`src/rtl/daq_pkt_pkg.sv`:
```
// Shared DAQ frame definitions: sync word, field sizes, status bit positions
// and the depacketizer state set.
package daq_pkt_pkg;

   localparam logic [31:0] DAQ_SYNC_WORD = 32'h30415144;

   localparam int unsigned HDR_BYTES  = 4;
   localparam int unsigned TS_BYTES   = 4;
   localparam int unsigned INFO_BYTES = 4;

   localparam int unsigned ST_TRUNC   = 0;
   localparam int unsigned ST_OVERRUN = 1;
   localparam int unsigned ST_BADTR   = 2;
   localparam int unsigned ST_INFO    = 3;

   typedef enum logic [3:0] {
      S_HUNT,
      S_HDR,
      S_TS,
      S_CHN,
      S_CNT,
      S_PAYLOAD,
      S_INFO,
      S_TRAILER,
      S_DROP
   } dp_state_e;

   // Sync bytes go out LSB first.
   function automatic logic [7:0] sync_byte(input logic [31:0] word, input logic [1:0] idx);
      return word[{idx, 3'b000} +: 8];
   endfunction

endpackage

```
`src/rtl/daq_depacketizer_if.sv`:
```
// Byte-stream input and sample-word output handshakes of the depacketizer.
interface daq_depacketizer_if #(
   parameter int unsigned DATA_W = 32,
   parameter int unsigned USER_W = 8
);
   logic [7:0]        s_tdata;
   logic              s_tvalid;
   logic              s_tready;
   logic              s_tlast;
   logic [DATA_W-1:0] m_tdata;
   logic [USER_W-1:0] m_tuser;
   logic              m_tvalid;
   logic              m_tready;
   logic              m_tlast;

   modport slave (
      input  s_tdata, s_tvalid, s_tlast, m_tready,
      output s_tready, m_tdata, m_tuser, m_tvalid, m_tlast
   );

   modport master (
      output s_tdata, s_tvalid, s_tlast, m_tready,
      input  s_tready, m_tdata, m_tuser, m_tvalid, m_tlast
   );
endinterface

```
`src/rtl/daq_sat_cnt16.sv`:
```
// Enable-driven 16-bit event counter that sticks at all-ones.
module daq_sat_cnt16 (
   input  logic        clk,
   input  logic        rst,
   input  logic        en,
   output logic [15:0] cnt
);
   always_ff @(posedge clk or posedge rst) begin
      if (rst)
         cnt <= '0;
      else if (en && (cnt != '1))
         cnt <= cnt + 16'd1;
   end
endmodule

```
`src/rtl/daq_depacketizer.sv`:
```
// DAQ frame depacketizer: sync hunt, metadata capture, 8->32 bit payload
// reassembly with a single output register, per-frame status and statistics.
module daq_depacketizer
   import daq_pkt_pkg::*;
#(
   parameter int unsigned DATA_W    = 32,
   parameter int unsigned USER_W    = 8,
   parameter logic [31:0] SYNC_WORD = DAQ_SYNC_WORD
) (
   input  logic         clk,
   input  logic         rst,
   daq_depacketizer_if.slave bus,
   output logic         frame_done,
   output logic [3:0]   frame_status,
   output logic [31:0]  meta_ts,
   output logic [7:0]   meta_chn,
   output logic [7:0]   meta_cnt,
   output logic [31:0]  meta_info,
   output logic [15:0]  cnt_ok,
   output logic [15:0]  cnt_bad,
   output logic [15:0]  cnt_sync_err
);
   localparam logic [1:0] HDR_LAST  = 2'(HDR_BYTES - 1);
   localparam logic [1:0] TS_LAST   = 2'(TS_BYTES - 1);
   localparam logic [1:0] INFO_LAST = 2'(INFO_BYTES - 1);

   dp_state_e         state, state_n;
   logic [1:0]        idx, bcnt;
   logic [23:0]       wacc;
   logic [7:0]        wcnt, chn_q, cnt_q, b;
   logic [31:0]       ts_q, info_q;
   logic              ovr_q, bad_q;
   logic              acc, fr_end, sync_err, emit, word_last, start;
   logic              set_trunc, set_ovr, set_bad, ok_en, bad_en;
   logic [3:0]        status_n;
   logic [DATA_W-1:0] cur_word;

   assign b            = bus.s_tdata;
   assign bus.s_tready = (state != S_PAYLOAD) || !bus.m_tvalid || bus.m_tready;
   assign acc          = bus.s_tvalid && bus.s_tready;
   assign word_last    = (wcnt == (cnt_q - 8'd1));

   always_ff @(posedge clk or posedge rst) begin
      if (rst) state <= S_HUNT;
      else     state <= state_n;
   end

   always_comb begin
      state_n   = state;
      fr_end    = 1'b0;
      sync_err  = 1'b0;
      emit      = 1'b0;
      start     = 1'b0;
      set_trunc = 1'b0;
      set_ovr   = 1'b0;
      set_bad   = 1'b0;
      if (acc) begin
         case (state)
            S_HUNT:
               if (!bus.s_tlast && (b == sync_byte(SYNC_WORD, 2'd0))) state_n = S_HDR;
            S_HDR:
               if (b == sync_byte(SYNC_WORD, idx)) begin
                  if (bus.s_tlast) state_n = S_HUNT;
                  else if (idx == HDR_LAST) begin
                     state_n = S_TS;
                     start   = 1'b1;
                  end
               end else begin
                  sync_err = 1'b1;
                  state_n  = (!bus.s_tlast && (b == sync_byte(SYNC_WORD, 2'd0))) ? S_HDR : S_HUNT;
               end
            S_TS:
               if (bus.s_tlast) begin
                  set_trunc = 1'b1; fr_end = 1'b1; state_n = S_HUNT;
               end else if (bcnt == TS_LAST) state_n = S_CHN;
            S_CHN:
               if (bus.s_tlast) begin
                  set_trunc = 1'b1; fr_end = 1'b1; state_n = S_HUNT;
               end else state_n = S_CNT;
            S_CNT:
               if (bus.s_tlast) begin
                  set_trunc = 1'b1; fr_end = 1'b1; state_n = S_HUNT;
               end else state_n = (b == 8'd0) ? S_INFO : S_PAYLOAD;
            S_PAYLOAD:
               if (bus.s_tlast) begin
                  emit = 1'b1; set_trunc = 1'b1; fr_end = 1'b1; state_n = S_HUNT;
               end else if (bcnt == 2'd3) begin
                  emit = 1'b1;
                  if (word_last) state_n = S_INFO;
               end
            S_INFO:
               if (bus.s_tlast) begin
                  set_trunc = 1'b1; fr_end = 1'b1; state_n = S_HUNT;
               end else if (bcnt == INFO_LAST) state_n = S_TRAILER;
            S_TRAILER: begin
               set_bad = (b != 8'd0);
               if (bus.s_tlast) begin
                  fr_end = 1'b1; state_n = S_HUNT;
               end else begin
                  set_ovr = 1'b1; state_n = S_DROP;
               end
            end
            S_DROP:
               if (bus.s_tlast) begin
                  fr_end = 1'b1; state_n = S_HUNT;
               end
            default: state_n = S_HUNT;
         endcase
      end
   end

   // Truncated words keep unreceived upper bytes at zero.
   always_comb begin
      case (bcnt)
         2'd0:    cur_word = {24'h0, b};
         2'd1:    cur_word = {16'h0, b, wacc[7:0]};
         2'd2:    cur_word = {8'h0, b, wacc[15:0]};
         default: cur_word = {b, wacc};
      endcase
   end

   always_comb begin
      status_n             = '0;
      status_n[ST_TRUNC]   = set_trunc;
      status_n[ST_OVERRUN] = ovr_q | set_ovr;
      status_n[ST_BADTR]   = bad_q | set_bad;
      status_n[ST_INFO]    = (info_q != '0);
      ok_en                = fr_end && (status_n[2:0] == 3'd0);
      bad_en               = fr_end && (status_n[2:0] != 3'd0);
   end

   always_ff @(posedge clk or posedge rst) begin
      if (rst) begin
         idx          <= '0;
         bcnt         <= '0;
         wacc         <= '0;
         wcnt         <= '0;
         chn_q        <= '0;
         cnt_q        <= '0;
         ts_q         <= '0;
         info_q       <= '0;
         ovr_q        <= 1'b0;
         bad_q        <= 1'b0;
         bus.m_tdata  <= '0;
         bus.m_tuser  <= '0;
         bus.m_tvalid <= 1'b0;
         bus.m_tlast  <= 1'b0;
         frame_done   <= 1'b0;
         frame_status <= '0;
         meta_ts      <= '0;
         meta_chn     <= '0;
         meta_cnt     <= '0;
         meta_info    <= '0;
      end else begin
         frame_done <= fr_end;
         if (bus.m_tvalid && bus.m_tready) bus.m_tvalid <= 1'b0;
         if (emit) begin
            bus.m_tdata  <= cur_word;
            bus.m_tuser  <= {bus.s_tlast, chn_q[USER_W-2:0]};
            bus.m_tlast  <= word_last || bus.s_tlast;
            bus.m_tvalid <= 1'b1;
         end
         if (acc) begin
            case (state)
               S_HUNT: idx <= 2'd1;
               S_HDR: begin
                  idx <= (b == sync_byte(SYNC_WORD, idx)) ? idx + 2'd1 : 2'd1;
                  if (start) begin
                     bcnt   <= '0;
                     ts_q   <= '0;
                     chn_q  <= '0;
                     cnt_q  <= '0;
                     info_q <= '0;
                  end
               end
               S_TS: begin
                  ts_q <= {b, ts_q[31:8]};
                  bcnt <= bcnt + 2'd1;
               end
               S_CHN: chn_q <= b;
               S_CNT: begin
                  cnt_q <= b;
                  wcnt  <= '0;
                  bcnt  <= '0;
               end
               S_PAYLOAD:
                  if (emit) begin
                     wcnt <= wcnt + 8'd1;
                     bcnt <= '0;
                  end else begin
                     bcnt <= bcnt + 2'd1;
                     case (bcnt)
                        2'd0:    wacc[7:0]   <= b;
                        2'd1:    wacc[15:8]  <= b;
                        default: wacc[23:16] <= b;
                     endcase
                  end
               S_INFO: begin
                  info_q <= {b, info_q[31:8]};
                  bcnt   <= bcnt + 2'd1;
               end
               default: ;
            endcase
         end
         if (start) begin
            ovr_q <= 1'b0;
            bad_q <= 1'b0;
         end else begin
            ovr_q <= ovr_q | set_ovr;
            bad_q <= bad_q | set_bad;
         end
         if (fr_end) begin
            frame_status <= status_n;
            meta_ts      <= ts_q;
            meta_chn     <= chn_q;
            meta_cnt     <= cnt_q;
            meta_info    <= info_q;
         end
      end
   end

   daq_sat_cnt16 u_cnt_ok   (.clk(clk), .rst(rst), .en(ok_en),    .cnt(cnt_ok));
   daq_sat_cnt16 u_cnt_bad  (.clk(clk), .rst(rst), .en(bad_en),   .cnt(cnt_bad));
   daq_sat_cnt16 u_cnt_sync (.clk(clk), .rst(rst), .en(sync_err), .cnt(cnt_sync_err));

endmodule
```
`src/flat_wrapper.sv`:
```
// flat-port wrapper written by rule: the top's interface ports become plain ports
module daq_depacketizer_flat import daq_pkt_pkg::*;
#(
   parameter int unsigned DATA_W    = 32,
   parameter int unsigned USER_W    = 8,
   parameter logic [31:0] SYNC_WORD = DAQ_SYNC_WORD
)
  (clk, rst, frame_done, frame_status, meta_ts, meta_chn, meta_cnt, meta_info, cnt_ok, cnt_bad, cnt_sync_err, bus_s_tdata, bus_s_tvalid, bus_s_tlast, bus_m_tready, bus_s_tready, bus_m_tdata, bus_m_tuser, bus_m_tvalid, bus_m_tlast);
  daq_depacketizer_if #(.DATA_W(DATA_W), .USER_W(USER_W)) bus_i ();
  input  logic clk;
  input  logic rst;
  output logic frame_done;
  output logic [3:0] frame_status;
  output logic [31:0] meta_ts;
  output logic [7:0] meta_chn;
  output logic [7:0] meta_cnt;
  output logic [31:0] meta_info;
  output logic [15:0] cnt_ok;
  output logic [15:0] cnt_bad;
  output logic [15:0] cnt_sync_err;
  input wire logic [$bits(bus_i.s_tdata)-1:0] bus_s_tdata;
  input wire logic [$bits(bus_i.s_tvalid)-1:0] bus_s_tvalid;
  input wire logic [$bits(bus_i.s_tlast)-1:0] bus_s_tlast;
  input wire logic [$bits(bus_i.m_tready)-1:0] bus_m_tready;
  output wire logic [$bits(bus_i.s_tready)-1:0] bus_s_tready;
  output wire logic [$bits(bus_i.m_tdata)-1:0] bus_m_tdata;
  output wire logic [$bits(bus_i.m_tuser)-1:0] bus_m_tuser;
  output wire logic [$bits(bus_i.m_tvalid)-1:0] bus_m_tvalid;
  output wire logic [$bits(bus_i.m_tlast)-1:0] bus_m_tlast;
  assign bus_i.s_tdata = bus_s_tdata;
  assign bus_i.s_tvalid = bus_s_tvalid;
  assign bus_i.s_tlast = bus_s_tlast;
  assign bus_i.m_tready = bus_m_tready;
  assign bus_s_tready = bus_i.s_tready;
  assign bus_m_tdata = bus_i.m_tdata;
  assign bus_m_tuser = bus_i.m_tuser;
  assign bus_m_tvalid = bus_i.m_tvalid;
  assign bus_m_tlast = bus_i.m_tlast;
  daq_depacketizer #(.DATA_W(DATA_W), .USER_W(USER_W), .SYNC_WORD(SYNC_WORD)) u_core (.clk(clk), .rst(rst), .bus(bus_i), .frame_done(frame_done), .frame_status(frame_status), .meta_ts(meta_ts), .meta_chn(meta_chn), .meta_cnt(meta_cnt), .meta_info(meta_info), .cnt_ok(cnt_ok), .cnt_bad(cnt_bad), .cnt_sync_err(cnt_sync_err));
endmodule
```
`config.mk`:
```
export PLATFORM = sky130hd
export DESIGN_NAME = daq_depacketizer_flat
export DESIGN_NICKNAME = d
export VERILOG_FILES = /design/src/rtl/daq_pkt_pkg.sv /design/src/rtl/daq_depacketizer_if.sv /design/src/rtl/daq_sat_cnt16.sv /design/src/rtl/daq_depacketizer.sv /design/src/flat_wrapper.sv
export SDC_FILE = /design/constraint.sdc
export NUM_CORES = 1
export LEC_CHECK = 0
export CORE_MARGIN = 5
export CORE_UTILIZATION = 25
export CTS_CLUSTER_SIZE = 25
export DETAILED_ROUTE_END_ITERATION = 8
export GPL_TIMING_DRIVEN = 0
export HOLD_SLACK_MARGIN = 0.12
export PLACE_DENSITY_LB_ADDON = 0.1
export SYNTH_ARGS = -nofsm -noshare
export SYNTH_HDL_FRONTEND = slang
export SYNTH_SLANG_ARGS = --single-unit
export TNS_END_PERCENT = 5
```
`constraint.sdc`:
```
create_clock -name clk -period 21.1 [get_ports clk]
set_input_delay 2.11 -clock clk [delete_from_list [all_inputs] [get_ports clk]]
set_output_delay 2.11 -clock clk [all_outputs]
set_load 0.005 [all_outputs]
```
==> results of run 1 <==
## cell usage in the layout, fill, tap and decap left out, types with 4 or more instances in the layout
| master | count |
|---|---|
| and4_1 | 9 |
| nor3_1 | 14 |
| clkdlybuf4s50_1 | 184 |
| clkbuf_16 | 39 |
| clkbuf_1 | 48 |
| and3_1 | 5 |
| nand2_1 | 69 |
| o211ai_1 | 4 |
| inv_1 | 13 |
| nand3_1 | 21 |
| a22oi_1 | 24 |
| buf_2 | 17 |
| xor2_1 | 26 |
| clkinv_2 | 6 |
| o21ai_0 | 5 |
| buf_6 | 8 |
| ha_1 | 11 |
| nor4_1 | 15 |
| dfrtp_1 | 297 |
| a21oi_1 | 32 |
| xnor2_1 | 37 |
| nor2_1 | 60 |
| clkbuf_8 | 4 |
| buf_1 | 4 |
| a22o_1 | 89 |
| nor4b_1 | 4 |
| nand4_1 | 25 |
| nor2b_1 | 12 |
| mux2_2 | 109 |
| and2_1 | 4 |
## logic make-up after synthesis
group / share of synthesized area
XOR/XNOR: 0.0440
AND/OR/NAND/NOR: 0.116
flip-flops: 0.592
buffers and inverters: 0.0298
adder cells (fa/ha/maj): 0.0110
AO/OA/AOI/OAI: 0.108
multiplexers: 0.0994
## per-layer routing
metal,track usage,up-vias,share of wire
met5,0,-,0.00034
met4,0.0477,2,0.026
met3,0.0301,60,0.044
met2,0.216,166,0.46
met1,0.194,4429,0.47
li1,-,4087,-
## synth_stat cells (all sizes together), types with 3 or more instances
cell | count | share of area
dfrtp | 297 | 0.59
mux2 | 109 | 0.098
a22o | 89 | 0.062
nand2 | 69 | 0.021
nor2 | 64 | 0.021
xnor2 | 37 | 0.026
clkbuf | 35 | 0.010
a21oi | 32 | 0.013
buf | 29 | 0.015
xor2 | 26 | 0.018
nand4 | 25 | 0.012
a22oi | 24 | 0.014
nand3 | 21 | 0.0084
nor3 | 17 | 0.0090
nor4 | 15 | 0.0075
inv | 14 | 0.0042
nor2b | 12 | 0.0060
ha | 11 | 0.011
and4 | 9 | 0.0063
o21ai | 6 | 0.0024
and3 | 5 | 0.0025
and2 | 4 | 0.0020
nor3b | 4 | 0.0028
nor4b | 4 | 0.0028
o211ai | 4 | 0.0024
nand2b | 3 | 0.0015
nand3b | 3 | 0.0018
o21a | 3 | 0.0018
o22ai | 3 | 0.0015
or2 | 3 | 0.0015
or3 | 3 | 0.0019
## power groups by stage
stage          sequential, uW  clock [uW]  combinational (uW)
6_report                  712         614                 321
5_1_grt                   723         661                 355
4_1_cts                   713         638                 330
3_5_place_dp              722           0                 326
3_3_place_gp              723           0                 325
2_1_floorplan             705           0                 164
## flip-flops by register name, indices dropped and copies added, names as in the netlist, 8 cells and up
signal / count
u_core.cnt_q: 8
u_core.meta_chn: 8
u_core.meta_ts: 32
u_core.bus.m_tuser: 8
u_core.u_cnt_bad.cnt: 16
u_core.meta_info: 32
u_core.info_q: 32
u_core.wcnt: 8
u_core.meta_cnt: 8
u_core.chn_q: 8
u_core.u_cnt_ok.cnt: 16
u_core.bus.m_tdata: 32
u_core.u_cnt_sync.cnt: 16
u_core.ts_q: 32
u_core.wacc: 24
## per-stage QoR
step / setup WS (ns) / hold WS (ns)
floorplan: 10.79 / 0.456
global placement: 5.89 / 0.465
CTS: 15.55 / 0.483
finish: 15.56 / 0.479
global route: 15.50 / 0.509
detailed placement: 15.56 / 0.469
## layout make-up
type	count	area, um2
timing repair buffer	186	1900
sequential	297	7430
tap	672	841
fill	5066	33500
multi-input combinational	631	4750
clock inverter	8	68.8
clock buffer	56	1080
inverter	14	60.1
buffer	64	322
## path summary, 6_finish.rpt
check / start / slack (ns) / endpoint
setup reg to reg: u_core.state[2] / 18.20 / u_core.meta_ts[2]
hold / removal: u_core.bus.m_tuser[6] / 0.48 / u_core.bus.m_tuser[6]
max in group asynchronous: rst / 18.05 / u_core.meta_ts[22]
min in group asynchronous: rst / 2.03 / u_core.meta_chn[6]
hold reg to reg: u_core.bus.m_tuser[6] / 0.48 / u_core.bus.m_tuser[6]
setup / recovery: bus_m_tready / 15.56 / bus_s_tready
## critical path, stage by stage
cell and delay (ns):
clkdlybuf4s50_1 0.43, nor2b_1 0.24, nand2_1 0.14, clkdlybuf4s50_1 0.50
==> Implementation_results.wiki, run 1 <==
{| class="wikitable"
! Metric !! Value
|-
| Run status || finished, final reports clean
|-
| Transition time at the pin with the least slew margin || 1.04 ns
|-
| Distinct cell type count of the synthesized netlist || 60
|-
| Achievable frequency || 181 MHz
|-
| Kind of launch point of the worst setup path || input port
|-
| Die extent in y || 234 um
|-
| Global placement routability congestion || 0.771
|-
| H-tree depth || 2
|-
| Clock sink count || 297
|-
| Synthesis warning total || 0
|-
| Post-Route Utilization || 0.329
|-
| Effective utilization at floorplan || 0.251
|-
| Part of the cycle the worst path needs || 0.262
|-
| Number of placement rows || 82
|-
| Power Density || 100 mW/mm2
|-
| Combinational power share || 0.195
|-
| Core Area || 0.0500 mm2
|-
| Overall die area || 0.0548 mm2
|-
| Ports || 189
|-
| Remaining routing DRC violations || 0
|-
| Number of placed instances with taps included || 1864
|-
| Cell area after synthesis || 0.0126 mm2
|-
| Chip Width || 234 um
|-
| Data required time of the worst path || 18.99 ns
|-
| Synth Register Bits || 297
|-
| Post-cts sizing count || 0
|-
| Violation count after the first detailed-route iteration || 502
|-
| Switch share || 0.280
|-
| Proportion of register bits with asynchronous set or reset after synthesis || 1.00
|-
| Number of pins exceeding their max-slew limit in the final report || 0
|-
| Non-filler instance count after layout || 1928
|-
| Post-synthesis instance total || 1006
|-
| Relative slew margins || 0.298
|-
| Maximum buffer depth of the clock tree || 3
|-
| Period minus WS final || 5.54 ns
|-
| Post-CTS Setup Inserts || 0
|-
| Detail-routed net length per standard cell || 20.0 um
|-
| Via Count || 8744
|-
| Antenna violations before repair || 1
|-
| Arrival time worst endpoint || 3.43 ns
|-
| Final count of hold timing violations || 0
|-
| Quantity of I/O buffers inserted on ports || 184
|-
| Routed Wire Length || 38500 um
|-
| Leakage power total || 0.00745 uW
|-
| Seq pwr share || 0.433
|-
| Most frequently used flop master after synthesis || dfrtp_1
|-
| Root Driver || clkbuf_16
|-
| Type of element capturing the critical path || output pin
|-
| First-pass GRT wire length || 58500 um
|-
| Total power draw || 1650 uW
|-
| Total half-perimeter wirelength after legalization and detailed placement || 26300 um
|-
| Final-report setup violation count || 0
|-
| Number of synthesized flops with an enable pin || 0
|-
| Switching power summed over all nets || 461 uW
|-
| Num CTS Buffers || 38
|-
| Avg Cell Area, Syn || 12.5 um2
|-
| Total global routing overflow || 0
|-
| CTS tree || built
|-
| Net count after synthesis || 1030
|-
| Hold buffer count at CTS || 0
|-
| 1st-pass router iterations || 4
|-
| Number of max-cap violations || 0
|-
| Via density per instance || 4.54
|-
| Setup CP Type || input port to output pin
|-
| Nets || 1256
|-
| Seq/Total Area, Yosys || 0.592
|-
| Final setup skew || 0.0169 ns
|-
| Clock transition at the registers of the reported paths || 0.05 ns
|-
| Hold depth || 2
|-
| Largest net degree at the start of global routing || 122
|-
| Area grow syn2layout || 31.0%
|-
| Post-route ant nets || 0
|-
| Post-placement cell area || 0.0153 mm2
|-
| Overall global routing resource usage || 0.139
|-
| Number of cells on the worst reg-to-reg path || 9
|-
| N_diodes || 0
|-
| Finished layout cell area || 0.0164 mm2
|-
| Clock Power Share || 0.373
|-
| Clock latency of the later-clocked register in the worst-skew pair || 0.55 ns
|-
| Layout cells sized above 1 || 0.165
|-
| Internal power summed over all cells || 1190 uW
|-
| Final setup TNS || 0 ns
|-
| Hold/Removal Path Class || flip-flop to flip-flop
|-
| Biggest fanout along the worst timing path || 3
|-
| Unrepaired setup endpoints after global routing || false
|-
| Worst vdd rail ir drop || 44.3 uV
|-
| Vias in the first global route || 9073
|}
Power figures use the tool's default switching activity.
==> run 2, diff against run 1 <==
- clock period: 21.1 -> 4.7 ns (I/O delays scaled with it)
==> run 2 against run 1 <==
Effect of this change:
- setup slack got worse by 14 ns
- flip-flop and latch count stayed put
- hold slack worse by 0.20 ns
- largest power group unchanged
- first-iteration DRC count decreased by 38%
- sequential share of layout area is 0.42 points lower
- sequential power grew to 4.5 times the previous value
==> Implementation_results.wiki, run 2 (synthesis gave the netlist of run 1 again) <==
{| class="wikitable"
! Metric !! Value
|-
| Run status || finished, final reports clean
|-
| Power Density || 451 mW/mm2
|-
| Peak per-stage delay on the critical path || 0.76 ns
|-
| Hold/Removal Path Class || input port to flip-flop
|-
| Post-route ant nets || 0
|-
| Unrepaired setup endpoints after global routing || false
|-
| 1st-pass router iterations || 6
|-
| Detail-routed net length per standard cell || 19.9 um
|-
| Clock transition at the registers of the reported paths || 0.05 ns
|-
| Number of pins exceeding their max-slew limit in the final report || 0
|-
| Maximum buffer depth of the clock tree || 3
|-
| Hold Path End || u_core.bus.m_tdata[27]
|-
| First-pass GRT wire length || 58400 um
|-
| Buf/Inv on CP || 2
|-
| Commonest cells after routing, fill and taps aside || dfrtp_1 (297), clkdlybuf4s50_1 (184), mux2_2 (109), a22o_1 (89), nand2_1 (69)
|-
| Sequential cell area || 0.00743 mm2
|-
| Final-report setup violation count || 0
|-
| Leakage power total || 0.00753 uW
|-
| Clock sink count || 297
|-
| Setup CP Type || input port to flip-flop
|-
| Total power draw || 7490 uW
|-
| Reg-to-Reg End || u_core.meta_ts[2]
|-
| Minimum setup slack after placement || 1.16 ns
|-
| Biggest fanout along the worst timing path || 10
|-
| Hold depth || 2
|-
| Non-filler instance count after layout || 1933
|-
| FF-to-FF setup slack || 1.83 ns
|-
| H-tree depth || 2
|-
| Effective utilization at floorplan || 0.251
|-
| Worst vdd rail ir drop || 209 uV
|-
| Hold buffer count at CTS || 0
|-
| Post-Route Utilization || 0.332
|-
| Slowest library cell on the worst path || clkbuf_1
|-
| Achievable frequency || 342 MHz
|-
| Setup slack after layout || 1.78 ns
|-
| R2R Path Start || u_core.state[2]
|-
| Nets || 1262
|-
| Area grow syn2layout || 32.3%
|-
| N_diodes || 0
|-
| Violation count after the first detailed-route iteration || 312
|-
| Via density per instance || 4.54
|-
| Post-CTS Setup Inserts || 0
|-
| Total global routing overflow || 0
|-
| Crit path cell chain || clkdlybuf4s50_1 -> clkbuf_1 -> nor2_1 -> nand4_1 -> a211o_1 -> o211ai_1 -> nor4_1 -> xor2_1
|-
| Num CTS Buffers || 38
|-
| Number of cells on the worst reg-to-reg path || 9
|-
| Ports || 189
|-
| Overall global routing resource usage || 0.139
|-
| Part of the cycle the worst path needs || 0.622
|-
| Vias in the first global route || 9196
|-
| Number of max-cap violations || 0
|-
| Final setup skew || 0.0170 ns
|-
| Gate family responsible for the most delay along the worst path || buffers and inverters
|-
| Via Count || 8776
|-
| Beginning of the worst hold path || bus_s_tdata[3]
|-
| Type of element capturing the critical path || flip-flop
|-
| Transition time at the pin with the least slew margin || 1.10 ns
|-
| Largest net degree at the start of global routing || 41
|-
| Kind of launch point of the worst setup path || input port
|-
| Layout cells sized above 1 || 0.172
|-
| Period minus WS final || 2.92 ns
|-
| Die extent in y || 234 um
|-
| Overall die area || 0.0548 mm2
|-
| Commonest non-fill, non-tap cell in the layout || dfrtp_1
|-
| Chip Width || 234 um
|-
| Clock latency of the later-clocked register in the worst-skew pair || 0.55 ns
|-
| Area occupied by multi-input gates || 0.00475 mm2
|-
| Number of placement rows || 82
|-
| Arrival time worst endpoint || 3.38 ns
|-
| Final-layout fill cell count || 5028
|-
| Remaining routing DRC violations || 0
|-
| Relative slew margins || 0.261
|-
| Final setup TNS || 0 ns
|-
| Number of placed instances with taps included || 1870
|-
| Post-cts sizing count || 0
|-
| Data required time of the worst path || 5.16 ns
|-
| Routed Wire Length || 38500 um
|-
| Antenna violations before repair || 0
|-
| CTS tree || built
|-
| Total half-perimeter wirelength after legalization and detailed placement || 26900 um
|-
| Global placement routability congestion || 0.779
|-
| Core Area || 0.0500 mm2
|-
| Quantity of I/O buffers inserted on ports || 184
|-
| Final count of hold timing violations || 0
|-
| Root Driver || clkbuf_16
|}
run 2: metal layers:
layer	share of wire	global-route usage	vias to the layer above
li1	-	-	4129
met1	0.46	0.190	4436
met3	0.041	0.0268	51
met2	0.47	0.225	160
met4	0.023	0.0446	0
met5	0	0	-
run 2: area by class of cell:
| type | instances | share of cell area |
|---|---|---|
| plain buffers | 64 | 0.0194 |
| repair buffers | 192 | 0.121 |
| well taps | 672 | 0.0506 |
| inverters | 14 | 0.00339 |
| flip-flops and latches | 297 | 0.448 |
| clock inverters | 6 | 0.00354 |
| clock buffers | 57 | 0.0689 |
| multi-input cells | 631 | 0.286 |
run 2: metrics by stage:
step | cell area, um2 | hold slack, ns
3_5_place_dp | 15400 | 0.476
3_3_place_gp | 15200 | 0.465
2_1_floorplan | 12600 | 0.456
4_1_cts | 16600 | 0.256
6_report | 16600 | 0.283
5_1_grt | 16600 | 0.267
run 2: worst max-delay path by stage:
stage	startpoint	end	cells after the start
6_report	bus_s_tdata[0]	u_core.u_cnt_bad.cnt[15]	8
5_1_grt	bus_s_tdata[0]	u_core.u_cnt_bad.cnt[15]	8
4_1_cts	u_core.state[2]	u_core.meta_ts[2]	9
3_5_place_dp	bus_s_tdata[0]	u_core.u_cnt_bad.cnt[15]	8
3_3_place_gp	rst	u_core.meta_ts[13]	2
2_1_floorplan	rst	u_core.bad_q	1
run 2: power breakdown:
part / switching (uW) / internal (uW) / leakage (uW) / total, uW
Combinational: 657 / 792 / 0.00288 / 1450
Clock: 1120 / 1720 / 0.000596 / 2840
Sequential: 299 / 2900 / 0.00405 / 3200
run 2: worst reg2reg max path, delay by kind of cell (launching register included):
kind	cells	cell delay [ns]
compound gates	2	0.53
buf+inv	5	1.36
flops	1	0.37
mux	1	0.38
simple gates	1	0.13
